==> config.mk <==
export PLATFORM = sky130hd
export DESIGN_NAME = pipe_ctrl
export DESIGN_NICKNAME = d
export VERILOG_FILES = /design/src/rtl/pipe_ctrl_pkg.sv /design/src/rtl/pipe_scoreboard.sv /design/src/rtl/pipe_ctrl.sv
export SDC_FILE = /design/constraint.sdc
export NUM_CORES = 1
export LEC_CHECK = 0
export CAP_MARGIN = 20
export CORE_MARGIN = 5
export CORE_UTILIZATION = 30
export CTS_BUF_LIST = sky130_fd_sc_hd__clkbuf_8
export CTS_CLUSTER_DIAMETER = 40
export DETAILED_ROUTE_END_ITERATION = 16
export PLACE_DENSITY = 0.66
export SYNTH_ARGS = -nofsm -noshare
export SYNTH_HDL_FRONTEND = slang
export SYNTH_SLANG_ARGS = --single-unit
==> constraint.sdc <==
create_clock -name clk -period 6.9 [get_ports clk]
set_input_delay 1.725 -clock clk [delete_from_list [all_inputs] [get_ports clk]]
set_output_delay 1.725 -clock clk [all_outputs]
set_load 0.02 [all_outputs]
==> src/rtl/pipe_ctrl_pkg.sv <==
// Shared encodings for the five-stage Beta pipeline controller.
// Holds the IR source, PC select and bypass select encodings, the Beta
// opcode constants used by hazard decode, and the scoreboard entry type.
package pipe_ctrl_pkg;

  localparam logic [1:0] IR_SRC_DATA   = 2'd0;
  localparam logic [1:0] IR_SRC_NOP    = 2'd1;
  localparam logic [1:0] IR_SRC_EXCEPT = 2'd2;

  localparam logic [2:0] PC_SEL_INC   = 3'd0;
  localparam logic [2:0] PC_SEL_BR    = 3'd1;
  localparam logic [2:0] PC_SEL_JMP   = 3'd2;
  localparam logic [2:0] PC_SEL_ILLOP = 3'd3;
  localparam logic [2:0] PC_SEL_XADR  = 3'd4;

  localparam logic [1:0] BYP_REG  = 2'd0;
  localparam logic [1:0] BYP_EXEC = 2'd1;
  localparam logic [1:0] BYP_MEM  = 2'd2;
  localparam logic [1:0] BYP_WB   = 2'd3;

  localparam logic [5:0] OP_LD  = 6'h18;
  localparam logic [5:0] OP_ST  = 6'h19;
  localparam logic [5:0] OP_JMP = 6'h1B;
  localparam logic [5:0] OP_LDR = 6'h1F;

  localparam logic [4:0] REG_R31 = 5'd31;

  typedef enum logic {ST_RUN, ST_FREEZE} state_t;

  // One in-flight destination: written register and whether it is a load.
  typedef struct packed {
    logic       valid;
    logic [4:0] rc;
    logic       is_ld;
  } sb_entry_t;

  function automatic logic is_load(input logic [5:0] op);
    return (op == OP_LD) || (op == OP_LDR);
  endfunction

endpackage

==> src/rtl/pipe_scoreboard.sv <==
// Destination scoreboard for EXEC/MEM/WB: a shift register of in-flight
// writes that holds while the pipeline is frozen, plus per-stage source
// match flags for the two RF-stage operands.
module pipe_scoreboard
  import pipe_ctrl_pkg::*;
#(
  parameter int NSTG = 3
) (
  input  logic            clk,
  input  logic            rst_n,
  input  logic            hold,
  input  sb_entry_t       ins,
  input  logic [4:0]      src_a,
  input  logic            src_a_vld,
  input  logic [4:0]      src_b,
  input  logic            src_b_vld,
  output logic [NSTG-1:0] match_a,
  output logic [NSTG-1:0] match_b,
  output logic [NSTG-1:0] is_ld
);

  sb_entry_t stage_reg [NSTG];

  // Shift entries one stage downstream on every unfrozen edge; index 0 is EXEC.
  always_ff @(posedge clk or negedge rst_n) begin
    if (!rst_n) begin
      for (int i = 0; i < NSTG; i++) stage_reg[i] <= '0;
    end else if (!hold) begin
      stage_reg[0] <= ins;
      for (int i = 1; i < NSTG; i++) stage_reg[i] <= stage_reg[i-1];
    end
  end

  genvar gi;
  generate
    for (gi = 0; gi < NSTG; gi++) begin : g_match
      assign match_a[gi] = stage_reg[gi].valid && src_a_vld && (stage_reg[gi].rc == src_a);
      assign match_b[gi] = stage_reg[gi].valid && src_b_vld && (stage_reg[gi].rc == src_b);
      assign is_ld[gi]   = stage_reg[gi].is_ld;
    end
  endgenerate

endmodule

==> src/rtl/pipe_ctrl.sv <==
// Central pipeline controller for the five-stage Beta core.
// Owns the memory-wait freeze FSM, the RF-stage action priority
// (exception > load-use stall > taken branch) and operand bypass selects.
// Optional feature: define PIPE_BYPASS_EN to enable operand bypassing;
// without it the controller interlocks until results reach write-back.
module pipe_ctrl
  import pipe_ctrl_pkg::*;
#(
  parameter int NSTG_TRACK = 3,
  parameter int XP_REG     = 30
) (
  input  logic        clk,
  input  logic        rst_n,
  input  logic [31:0] ir_rf,
  input  logic        pc_rf_sup,
  input  logic        illop_rf,
  input  logic        branch_taken_rf,
  input  logic        irq,
  input  logic        dmem_req,
  input  logic        dmem_ready,
  output logic        stall_front,
  output logic        freeze_all,
  output logic [1:0]  ir_src_if,
  output logic [1:0]  ir_src_rf,
  output logic [1:0]  ir_src_exec,
  output logic [1:0]  ir_src_mem,
  output logic [2:0]  pc_sel,
  output logic [1:0]  a_byp_sel,
  output logic [1:0]  b_byp_sel
);

  state_t state_reg, state_next;

  logic [5:0] op;
  logic [4:0] rc, ra, rb, src_b;
  logic       op_is_st, src_a_vld, src_b_vld;
  logic       exc, hazard, freeze_now;
  sb_entry_t  dec_entry, exc_entry, ins;
  logic [NSTG_TRACK-1:0] match_a, match_b, sb_ld;
  logic [1:0] byp_a, byp_b;
  logic       unused_bits;

  assign op        = ir_rf[31:26];
  assign rc        = ir_rf[25:21];
  assign ra        = ir_rf[20:16];
  assign rb        = ir_rf[15:11];
  assign op_is_st  = (op == OP_ST);
  // ST reads rc as its second operand; only the 10xxxx class reads rb.
  assign src_b     = op_is_st ? rc : rb;
  assign src_a_vld = (ra != REG_R31);
  assign src_b_vld = ((op[5:4] == 2'b10) || op_is_st) && (src_b != REG_R31);

  assign dec_entry = {(!op_is_st && !illop_rf && (rc != REG_R31)), rc, is_load(op)};
  assign exc_entry = {1'b1, 5'(XP_REG), 1'b0};
  assign exc       = illop_rf || (irq && !pc_rf_sup);

  // Freeze starts combinationally on the first unready cycle and lasts until ready.
  assign freeze_now = (state_reg == ST_RUN) ? (dmem_req && !dmem_ready) : !dmem_ready;

  pipe_scoreboard #(.NSTG(NSTG_TRACK)) u_sb (
    .clk       (clk),
    .rst_n     (rst_n),
    .hold      (freeze_all),
    .ins       (ins),
    .src_a     (ra),
    .src_a_vld (src_a_vld),
    .src_b     (src_b),
    .src_b_vld (src_b_vld),
    .match_a   (match_a),
    .match_b   (match_b),
    .is_ld     (sb_ld)
  );

`ifdef PIPE_BYPASS_EN
  // Youngest non-load producer wins; WB may forward load data as well.
  function automatic logic [1:0] pick_byp(input logic [NSTG_TRACK-1:0] m,
                                          input logic [NSTG_TRACK-1:0] ld);
    if (m[0] && !ld[0])      return BYP_EXEC;
    else if (m[1] && !ld[1]) return BYP_MEM;
    else if (m[2])           return BYP_WB;
    else                     return BYP_REG;
  endfunction

  // Only loads still in EXEC or MEM cannot be forwarded in time.
  assign hazard      = |((match_a[1:0] | match_b[1:0]) & sb_ld[1:0]);
  assign byp_a       = pick_byp(match_a, sb_ld);
  assign byp_b       = pick_byp(match_b, sb_ld);
  assign unused_bits = ^{ir_rf[10:0], sb_ld[NSTG_TRACK-1]};
`else
  // Full interlock: any in-flight writer of a source holds the RF stage.
  assign hazard      = |(match_a | match_b);
  assign byp_a       = BYP_REG;
  assign byp_b       = BYP_REG;
  assign unused_bits = ^{ir_rf[10:0], sb_ld};
`endif

  // FSM state register; reset drops straight back to RUN.
  always_ff @(posedge clk or negedge rst_n) begin
    if (!rst_n) state_reg <= ST_RUN;
    else        state_reg <= state_next;
  end

  // Next state, freeze/stall controls, IR source and PC selects by RF-stage priority.
  always_comb begin
    state_next  = freeze_now ? ST_FREEZE : ST_RUN;
    freeze_all  = 1'b0;
    stall_front = 1'b0;
    ir_src_if   = IR_SRC_DATA;
    ir_src_rf   = IR_SRC_DATA;
    ir_src_exec = IR_SRC_DATA;
    ir_src_mem  = IR_SRC_DATA;
    pc_sel      = PC_SEL_INC;
    ins         = dec_entry;
    if (!rst_n) begin
      state_next  = ST_RUN;
      ir_src_if   = IR_SRC_NOP;
      ir_src_rf   = IR_SRC_NOP;
      ir_src_exec = IR_SRC_NOP;
      ir_src_mem  = IR_SRC_NOP;
    end else if (freeze_now) begin
      freeze_all  = 1'b1;
      stall_front = 1'b1;
    end else if (exc) begin
      ir_src_rf = IR_SRC_EXCEPT;
      ir_src_if = IR_SRC_NOP;
      pc_sel    = illop_rf ? PC_SEL_ILLOP : PC_SEL_XADR;
      ins       = exc_entry;
    end else if (hazard) begin
      // A coincident taken branch is dropped here and re-resolves next cycle.
      stall_front = 1'b1;
      ir_src_rf   = IR_SRC_NOP;
      ins         = '0;
    end else if (branch_taken_rf) begin
      ir_src_if = IR_SRC_NOP;
      pc_sel    = (op == OP_JMP) ? PC_SEL_JMP : PC_SEL_BR;
    end
  end

  // Bypass selects, forced to the register file while in reset.
  always_comb begin
    a_byp_sel = rst_n ? byp_a : BYP_REG;
    b_byp_sel = rst_n ? byp_b : BYP_REG;
  end

endmodule

* After elaboration in Yosys (flattened, before gate mapping)
Cells that the tools add are included.
** Storage, ports and cells
- Register bits after elaboration :: 19
- Bits of input ports :: 40
- Word-level logic and storage cells :: 76
- Output and inout bits :: 17
** Cells by class
- Eq/ne operators :: 14
- Reductions and logical operators :: 25
- Bitwise logic cells :: 1
- Mux-type cells :: 29
** Operators with widths (count)
- $eq A5 B5 Y1 :: 6
- $mux W7 :: 4
- $eq A6 B5 Y1 const B :: 4
- $logic_and A1 B1 Y1 :: 17
- $ne A5 B5 Y1 const B :: 3
- $mux W1 :: 14
- $mux W2 :: 6
- $mux W3 :: 4
- $mux W5 :: 1
- $logic_not A1 Y1 :: 4
- $logic_or A1 B1 Y1 :: 3
- $or A3 B3 Y3 :: 1
- $reduce_or A3 Y1 :: 1
- $eq A2 B2 Y1 const B :: 1

* Logic depth before layout (Yosys ltp)
Gate-level depths: netlist (run 1).
- Depth after elaboration :: 12
- Gate-level depth with buffers :: 10
- Depth with buffers taken out :: 8

* Hierarchy
A second synthesis (run 1) with hierarchy kept.
** Second synthesis, totals
- Cells, all modules :: 163
- Area, all modules :: 1716.6 sq um
** By module, submodules not included
- pipe_scoreboard :: times used 1, area an instance 1234.9 sq um, cells an instance 95, sequential area each 525.5 sq um
- pipe_ctrl :: times used 1, area an instance 481.7 sq um, cells an instance 68, sequential area each 25.0 sq um

* Least setup slack after synthesis (run 1)
Ideal clock, no wire load.
- Path kind :: input port to output port
- Start :: input port ir_rf[28]
- End :: output port pc_sel[1]
- Path buffers :: 2
- Cell stages on the path :: 8
- Data arrival time :: 4.178 ns
- Setup slack :: 0.997 ns
- Data required time :: 5.175 ns
- Path through :: nand2b_4 > or4_4 > buf_6 > clkbuf_1 > a32o_1 > o211ai_1 > nand3_1 > o41ai_1
** On the way
- Word-level cells in the longest chain between the ends :: 12
- Elaborated cells between the ends (all ways) :: 23
- Those cells by class :: 6 x eq/ne; 7 x mux; 1 x bitwise; 9 x reduce/logical
** Ends and longest elaborated chain
- from (decl) :: RTL line pipe_ctrl.sv:14 : input logic [31:0] ir_rf,
- $eq A6 B5 Y1 :: RTL line pipe_ctrl.sv:47 : assign op_is_st = (op == OP_ST);
- $mux W5 :: RTL line pipe_ctrl.sv:49 : assign src_b = op_is_st ? rc : rb;
- $ne A5 B5 Y1 :: RTL line pipe_ctrl.sv:51 : assign src_b_vld = ((op[5:4] == 2'b10) || op_is_st) && (src_b != REG_R31);
- $logic_and A1 B1 Y1 :: RTL line pipe_ctrl.sv:51
- $logic_and A1 B1 Y1 (2 in a row) :: RTL line pipe_scoreboard.sv:38 : assign match_b[gi] = stage_reg[gi].valid && src_b_vld && (stage_reg[gi].rc == src_b);
- $or A3 B3 Y3 :: RTL line pipe_ctrl.sv:91 : assign hazard = |(match_a | match_b);
- $reduce_or A3 Y1 :: RTL line pipe_ctrl.sv:91
- $mux W2 (*) :: RTL line pipe_ctrl.sv:128 : end else if (hazard) begin
- $mux W3 (*) :: RTL line pipe_ctrl.sv:123 : end else if (exc) begin
- $mux W3 (*) :: RTL line pipe_ctrl.sv:120 : end else if (freeze_now) begin
- $mux W3 (*) :: RTL line pipe_ctrl.sv:114 : if (!rst_n) begin
- to (decl) :: RTL line pipe_ctrl.sv:27 : output logic [2:0] pc_sel,
Mark *: on every way between the ends. The rest lies on a longest branch, timed or not.

* Worst setup path after layout (run 1)
- Start :: input port ir_rf[29]
- End :: output port stall_front
** On the way
- Word-level cells in the longest chain between the ends :: 12
- Elaborated cells between the ends (all ways) :: 20
- Those cells by class :: 5 x eq/ne; 5 x mux; 1 x bitwise; 9 x reduce/logical
** Ends and longest elaborated chain
- $eq A6 B5 Y1 (*) :: RTL line pipe_ctrl.sv:47
- $mux W5 :: RTL line pipe_ctrl.sv:49
- $ne A5 B5 Y1 :: RTL line pipe_ctrl.sv:51
- $logic_and A1 B1 Y1 :: RTL line pipe_ctrl.sv:51
- $logic_and A1 B1 Y1 (2 in a row) :: RTL line pipe_scoreboard.sv:38
- $or A3 B3 Y3 (*) :: RTL line pipe_ctrl.sv:91
- $reduce_or A3 Y1 (*) :: RTL line pipe_ctrl.sv:91
- $mux W1 (*) :: RTL line pipe_ctrl.sv:128
- $mux W1 (*) :: RTL line pipe_ctrl.sv:123
- $mux W1 (*) :: RTL line pipe_ctrl.sv:120
- $mux W1 (*) :: RTL line pipe_ctrl.sv:114
- to (decl) :: RTL line pipe_ctrl.sv:21 : output logic stall_front,
Marked as above.

==> results_dict.tcl, run 1 <==
set metrics [dict create \
    ys_ff_latch 19 \
    finalSetupTns_ns 0 \
    synth_common_cells "dfrtp_1 (19), nand2_1 (19), xor2_1 (19)" \
    yosysWarnings 0 \
    rsz0062_at_grt "false" \
    vias_per_cell 4.86 \
    synthCells 188 \
    worstHoldPathCells 1 \
    synthesis.area_mm2 0.00157 \
    grt_max_degree 18 \
    routedWlPerCell_um 14.6 \
    synth_edf_count 0 \
    fin_util 0.398 \
    fin_nets 265 \
    hold_start "u_sb.stage_reg[6]" \
    largest_register_ffs 18 \
    core_mm2 0.00511 \
    place.gp.congestion 0.859 \
    synth_area_leaders "dfrtp_1 (30%), xor2_1 (11%), o21ai_0 (5.7%), mux2_2 (5.0%), xnor2_1 (5.0%)" \
    drtAntennaViolNets 0 \
    firstDrtPassIters 4 \
    clk_pin_slew_ns 0.07 \
    startpoint_type "input pin" \
    cp_max_fo 17 \
    portBuffers 38 \
    drt_wl_total_um 4300 \
    finalSetupViolCount 0 \
    min_period_over_period 0.970 \
    insertion_delay_ns 0.26 \
    placedCellCount 290 \
    vdd_drop_max_v 0.0000868 \
    ys_seq_area_frac 0.302 \
    synth_top_area_frac 0.302 \
    grt_first_pass_wirelength_um 7310 \
    crit_required_ns 5.18 \
    slew_viol_final 0 \
    async_flop_share 1.00 \
    clock_sinks 19 \
    cts_htree_levels 1 \
    drive_gt1_frac 0.0982 \
    synth_area_leader_cell "dfrtp_1" \
    timing.rr.end "u_sb.stage_reg[20]" \
    die-area_mm2 0.00680 \
    highest_layer "met4" \
    initial_core_util 0.308 \
    grt_pass1_vias 1529 \
    outcome "completed" \
    drt-initial-drc-count 101 \
    cts_resized 0 \
    ctsLongestPathBuffers 2 \
    power_leakage_nw 0.860 \
    finalWorstPathRequiredPeriod_ns 6.69 \
    cts_tree "done" \
    avgSynthCellArea_um2 8.37 \
    maxCapViolations 0 \
    drc 0 \
    dieWidth_um 82.4 \
    overflow 0 \
    vias 1430 \
    instances_no_fill 294 \
    r2r-start "u_sb.stage_reg[15]" \
    diodes 0 \
    worstSetupEndpointType "output pin" \
    timing.reg2reg.setup_slack_ns 4.98 \
    hp-class "reg2reg" \
    cp.arrival_ns 4.97 \
    synth-main-ff-cell "dfrtp_1" \
    dr_wl_met2_um 2070 \
    postCtsHoldBufs 0 \
    rows 26 \
    pin_count 57 \
    fp.dieH_um 82.4 \
    relSlewSlack 0.649 \
    hold_viol_final 0 \
    hpwl_um 3490 \
    drt-met1-wl_um 1960 \
    critPathKind "in2out" \
    grt.total_usage 0.141 \
    met3WireLength_um 231 \
    area_growth_pct 29.3 \
    cts_buffers 3 \
    fmax_mhz 149 \
    antenna_found_initial 0 \
    tightest_slew_ns 0.526 \
    rr_worst_depth 6 \
    postCtsSetupBuffers 0 \
    yosysUniqueCellTypes 41 \
    skew_ns 0.00289 \
    cellPowerDensity_mw_per_mm2 168 \
    cts_root_buf "clkbuf_8" \
    min_to "u_sb.stage_reg[6]" \
]
==> metrics by stage <==
step / setup WS, ns / cell area [um^2] / hold WS (ns) / power, mW
6_report: 0.208 / 2030 / 0.584 / 0.342
2_1_floorplan: 0.997 / 1600 / 0.511 / 0.219
5_1_grt: 0.0175 / 2030 / 0.605 / 0.364
3_5_place_dp: 0.194 / 1990 / 0.560 / 0.268
3_3_place_gp: 0.245 / 1990 / 0.551 / 0.265
4_1_cts: 0.187 / 2030 / 0.577 / 0.344
==> layer usage <==
metal / track usage / vias to the layer above
li1: - / 719
met1: 0.182 / 673
met2: 0.235 / 34
met3: 0.0412 / 4
met4: 0.0266 / 0
met5: 0 / -
==> critical path, stage by stage <==
cell and delay, ns:
clkdlybuf4s50_1 0.51, nand2b_4 0.06, or4_4 0.60, mux2i_1 0.23
xor2_1 0.17, nand3_1 0.09, or4_4 0.56, nand3_1 0.22
a31o_2 0.19, clkdlybuf4s50_1 0.60
==> report_power, final <==
group | internal [mW] | switching (mW)
Combinational | 0.0585 | 0.0572
Sequential | 0.126 | 0.0235
Clock | 0.0396 | 0.0370
Total | 0.224 | 0.118
==> worst max path at each step <==
stage	depth (start not counted)	to	slack (ns)	start
floorplan	8	pc_sel[1]	1.0	ir_rf[28]
CTS	10	stall_front	0.19	ir_rf[29]
detailed placement	10	stall_front	0.19	ir_rf[29]
global route	10	stall_front	0.02	ir_rf[29]
global placement	10	stall_front	0.25	ir_rf[29]
finish	10	stall_front	0.21	ir_rf[29]
==> cells by family (layout without fill, tap and decap cells) <==
kind of cell,after synthesis,in the layout,share of synthesized area
multiplexers,11,11,0.0755
other,1,7,0.00238
XOR/XNOR,28,28,0.156
flip-flops,19,19,0.302
AO/OA/AOI/OAI,44,44,0.185
buffers and inverters,27,57,0.0882
AND/OR/NAND/NOR,58,58,0.191
==> final cells by class <==
| cell class | count | area (um^2) |
|---|---|---|
| Clock inverter | 1 | 3.75 |
| Timing Repair Buffer | 40 | 395 |
| Multi-Input combinational cell | 148 | 982 |
| Sequential cell | 19 | 475 |
| Inverter | 13 | 48.8 |
| Clock buffer | 3 | 41.3 |
| Fill cell | 544 | 3070 |
| Tap cell | 70 | 87.6 |
==> placed cells by master, fill, tap and decap left out, types with 2 or more instances in the layout <==
master,instances
a21boi_0,3
a21oi_1,3
a31o_2,2
and3_1,2
buf_4,2
clkbuf_8,3
clkdlybuf4s50_1,38
conb_1,7
dfrtp_1,19
inv_1,14
mux2_2,7
mux2i_1,4
nand2_1,19
nand3_1,11
nor2_1,8
nor3_1,3
nor4_1,5
o211ai_1,2
o21ai_0,18
o22ai_1,6
or2_2,2
or4_4,2
xnor2_1,9
xor2_1,19
Note: power is estimated with default switching activity, not from simulation.
==> run 2: changes to the inputs <==
Settings changed: CORE_ASPECT_RATIO from default to 2.
==> run 2 against run 1 <==
  * Critical path depth did not move
  * Via count rose by 5.0%
  * Clock power rose by 5.1%
  * Critical endpoint unchanged
==> results_dict.tcl, run 2 (synthesis results as in run 1) <==
set metrics [dict create \
    outcome "completed" \
    cts_htree_levels 1 \
    firstDrtPassIters 4 \
    cp_slowest_cell "or4_4" \
    vias 1502 \
    drt_wl_total_um 4640 \
    place.gp.congestion 0.877 \
    switchingPower_mw 0.124 \
    die-area_mm2 0.00688 \
    grt_first_pass_wirelength_um 7360 \
    mostFrequentLayoutCells "clkdlybuf4s50_1 (38), nand2_1 (19), xor2_1 (19), dfrtp_1 (19), o21ai_0 (18)" \
    grt_pass1_vias 1466 \
    whs_ns 0.590 \
    initial_core_util 0.306 \
    layout_commonest_cell "clkdlybuf4s50_1" \
    dr_wl_met2_um 2420 \
    hold_viol_final 0 \
    worstSetupEndpointType "output pin" \
    postCtsHoldBufs 0 \
    antenna_found_initial 0 \
    crit_required_ns 5.18 \
    cts_resized 0 \
    tightest_slew_ns 0.503 \
    hp-class "reg2reg" \
    fp.dieH_um 112 \
    fmax_mhz 150 \
    cts_buffers 3 \
    pin_count 57 \
    vias_per_cell 5.33 \
    area_growth_pct 28.4 \
    p_int_mw 0.225 \
    met3WireLength_um 296 \
    power_leakage_nw 0.859 \
    ctsLongestPathBuffers 2 \
    portBuffers 38 \
    relSlewSlack 0.663 \
    cp.arrival_ns 4.96 \
    finalSetupTns_ns 0 \
    grt.total_usage 0.142 \
    fin_nets 265 \
    drive_gt1_frac 0.103 \
    rows 37 \
    clockPowerShare 0.231 \
    cellPowerDensity_mw_per_mm2 172 \
    largest_register_ffs 18 \
    postCtsSetupBuffers 0 \
    overflow 0 \
    drc 0 \
    cts_tree "done" \
    nFillCells 518 \
    clk_pin_slew_ns 0.07 \
    slew_viol_final 0 \
    p_comb_frac 0.340 \
    finalSetupViolCount 0 \
    drtAntennaViolNets 0 \
    cp_max_fo 17 \
    rsz0062_at_grt "false" \
    dieWidth_um 61.2 \
    slowest_delay_ns 0.61 \
    finalWorstPathRequiredPeriod_ns 6.68 \
    highest_layer "met4" \
    clock_sinks 19 \
    drt-initial-drc-count 59 \
    diodes 0 \
    startpoint_type "input pin" \
    grt_max_degree 18 \
    drt-met1-wl_um 1750 \
    skew_ns 0.00180 \
    netSwitchingFraction 0.355 \
    critPathKind "in2out" \
    routedWlPerCell_um 16.5 \
    cp_cell_sequence "clkdlybuf4s50_1 > nand2b_4 > or4_4 > mux2i_1 > xor2_1 > nand3_1 > or4_4 > nand3_1 > a31o_2 > clkdlybuf4s50_1" \
    core_mm2 0.00514 \
    seq_power_share 0.429 \
    maxCapViolations 0 \
    min_period_over_period 0.968 \
    cts_root_buf "clkbuf_8" \
    vdd_drop_max_v 0.0000875 \
    hpwl_um 3700 \
    insertion_delay_ns 0.26 \
]
-- run 2: changes by cell type in the layout (fill, tap and decap cells not counted), sizes merged --
| cell | change |
|---|---|
| inv | -1 |
| clkinv | +1 |
-- run 2: cell type report --
cell class                 instances  area (um^2)  share of cell area
timing repair buffer              40          395               0.196
clock buffer                       3         41.3              0.0204
multi-input combinational        148          982               0.486
inverter                          13         48.8              0.0241
sequential                        19          475               0.235
clock inverter                     1         5.00             0.00248
tap                               58         72.6              0.0359
-- run 2: stage by stage --
stage / power, mW / area (um^2) / util / setup slack, ns / cells
5_1_grt: 0.370 / 2020 / 0.393 / 0.0702 / 282
3_5_place_dp: 0.269 / 1970 / 0.384 / 0.224 / 278
4_1_cts: 0.349 / 2020 / 0.393 / 0.218 / 282
6_report: 0.348 / 2020 / 0.393 / 0.218 / 282
3_3_place_gp: 0.268 / 1970 / 0.384 / 0.241 / 278
2_1_floorplan: 0.219 / 1600 / - / 0.997 / 194
-- run 2: critical path, delay by kind of cell --
kind            cells  cell delay, ns
simple gates        5            1.53
buf+inv             2            1.11
xor+xnor            1            0.18
mux                 1            0.22
compound gates      1            0.19
-- run 2: power groups by stage --
| stage | clock network (mW) | registers, mW | logic (mW) |
|---|---|---|---|
| finish | 0.0804 | 0.149 | 0.119 |
| global placement | 0 | 0.151 | 0.117 |
| CTS | 0.0811 | 0.149 | 0.119 |
| detailed placement | 0 | 0.151 | 0.118 |
| global route | 0.0888 | 0.151 | 0.130 |
| floorplan | 0 | 0.141 | 0.0777 |
-- run 2: worst paths after layout --
check | start | to | slack [ns] | cells after the start
max in group asynchronous | rst_n | u_sb.stage_reg[11] | 4.51 | 2
worst max register to register | u_sb.stage_reg[18] | u_sb.stage_reg[18] | 4.89 | 8
worst min-delay path | u_sb.stage_reg[15] | u_sb.stage_reg[15] | 0.59 | 2
worst min register to register | u_sb.stage_reg[15] | u_sb.stage_reg[15] | 0.59 | 2
min in group asynchronous | rst_n | u_sb.stage_reg[13] | 1.80 | 1
worst max-delay path | ir_rf[29] | stall_front | 0.22 | 10
-- run 2: routing by layer --
metal | global-route usage | vias to the layer above
met5 | 0 | -
met4 | 0.0695 | 0
met3 | 0.0127 | 15
met2 | 0.244 | 72
met1 | 0.168 | 700
li1 | - | 715
==> run 3: changes to the inputs <==
Settings changed: SKIP_LAST_GASP from default to 1.
==> results of run 3 <==
Same layout as run 2: the final DEF is identical, and so are final timing and power.
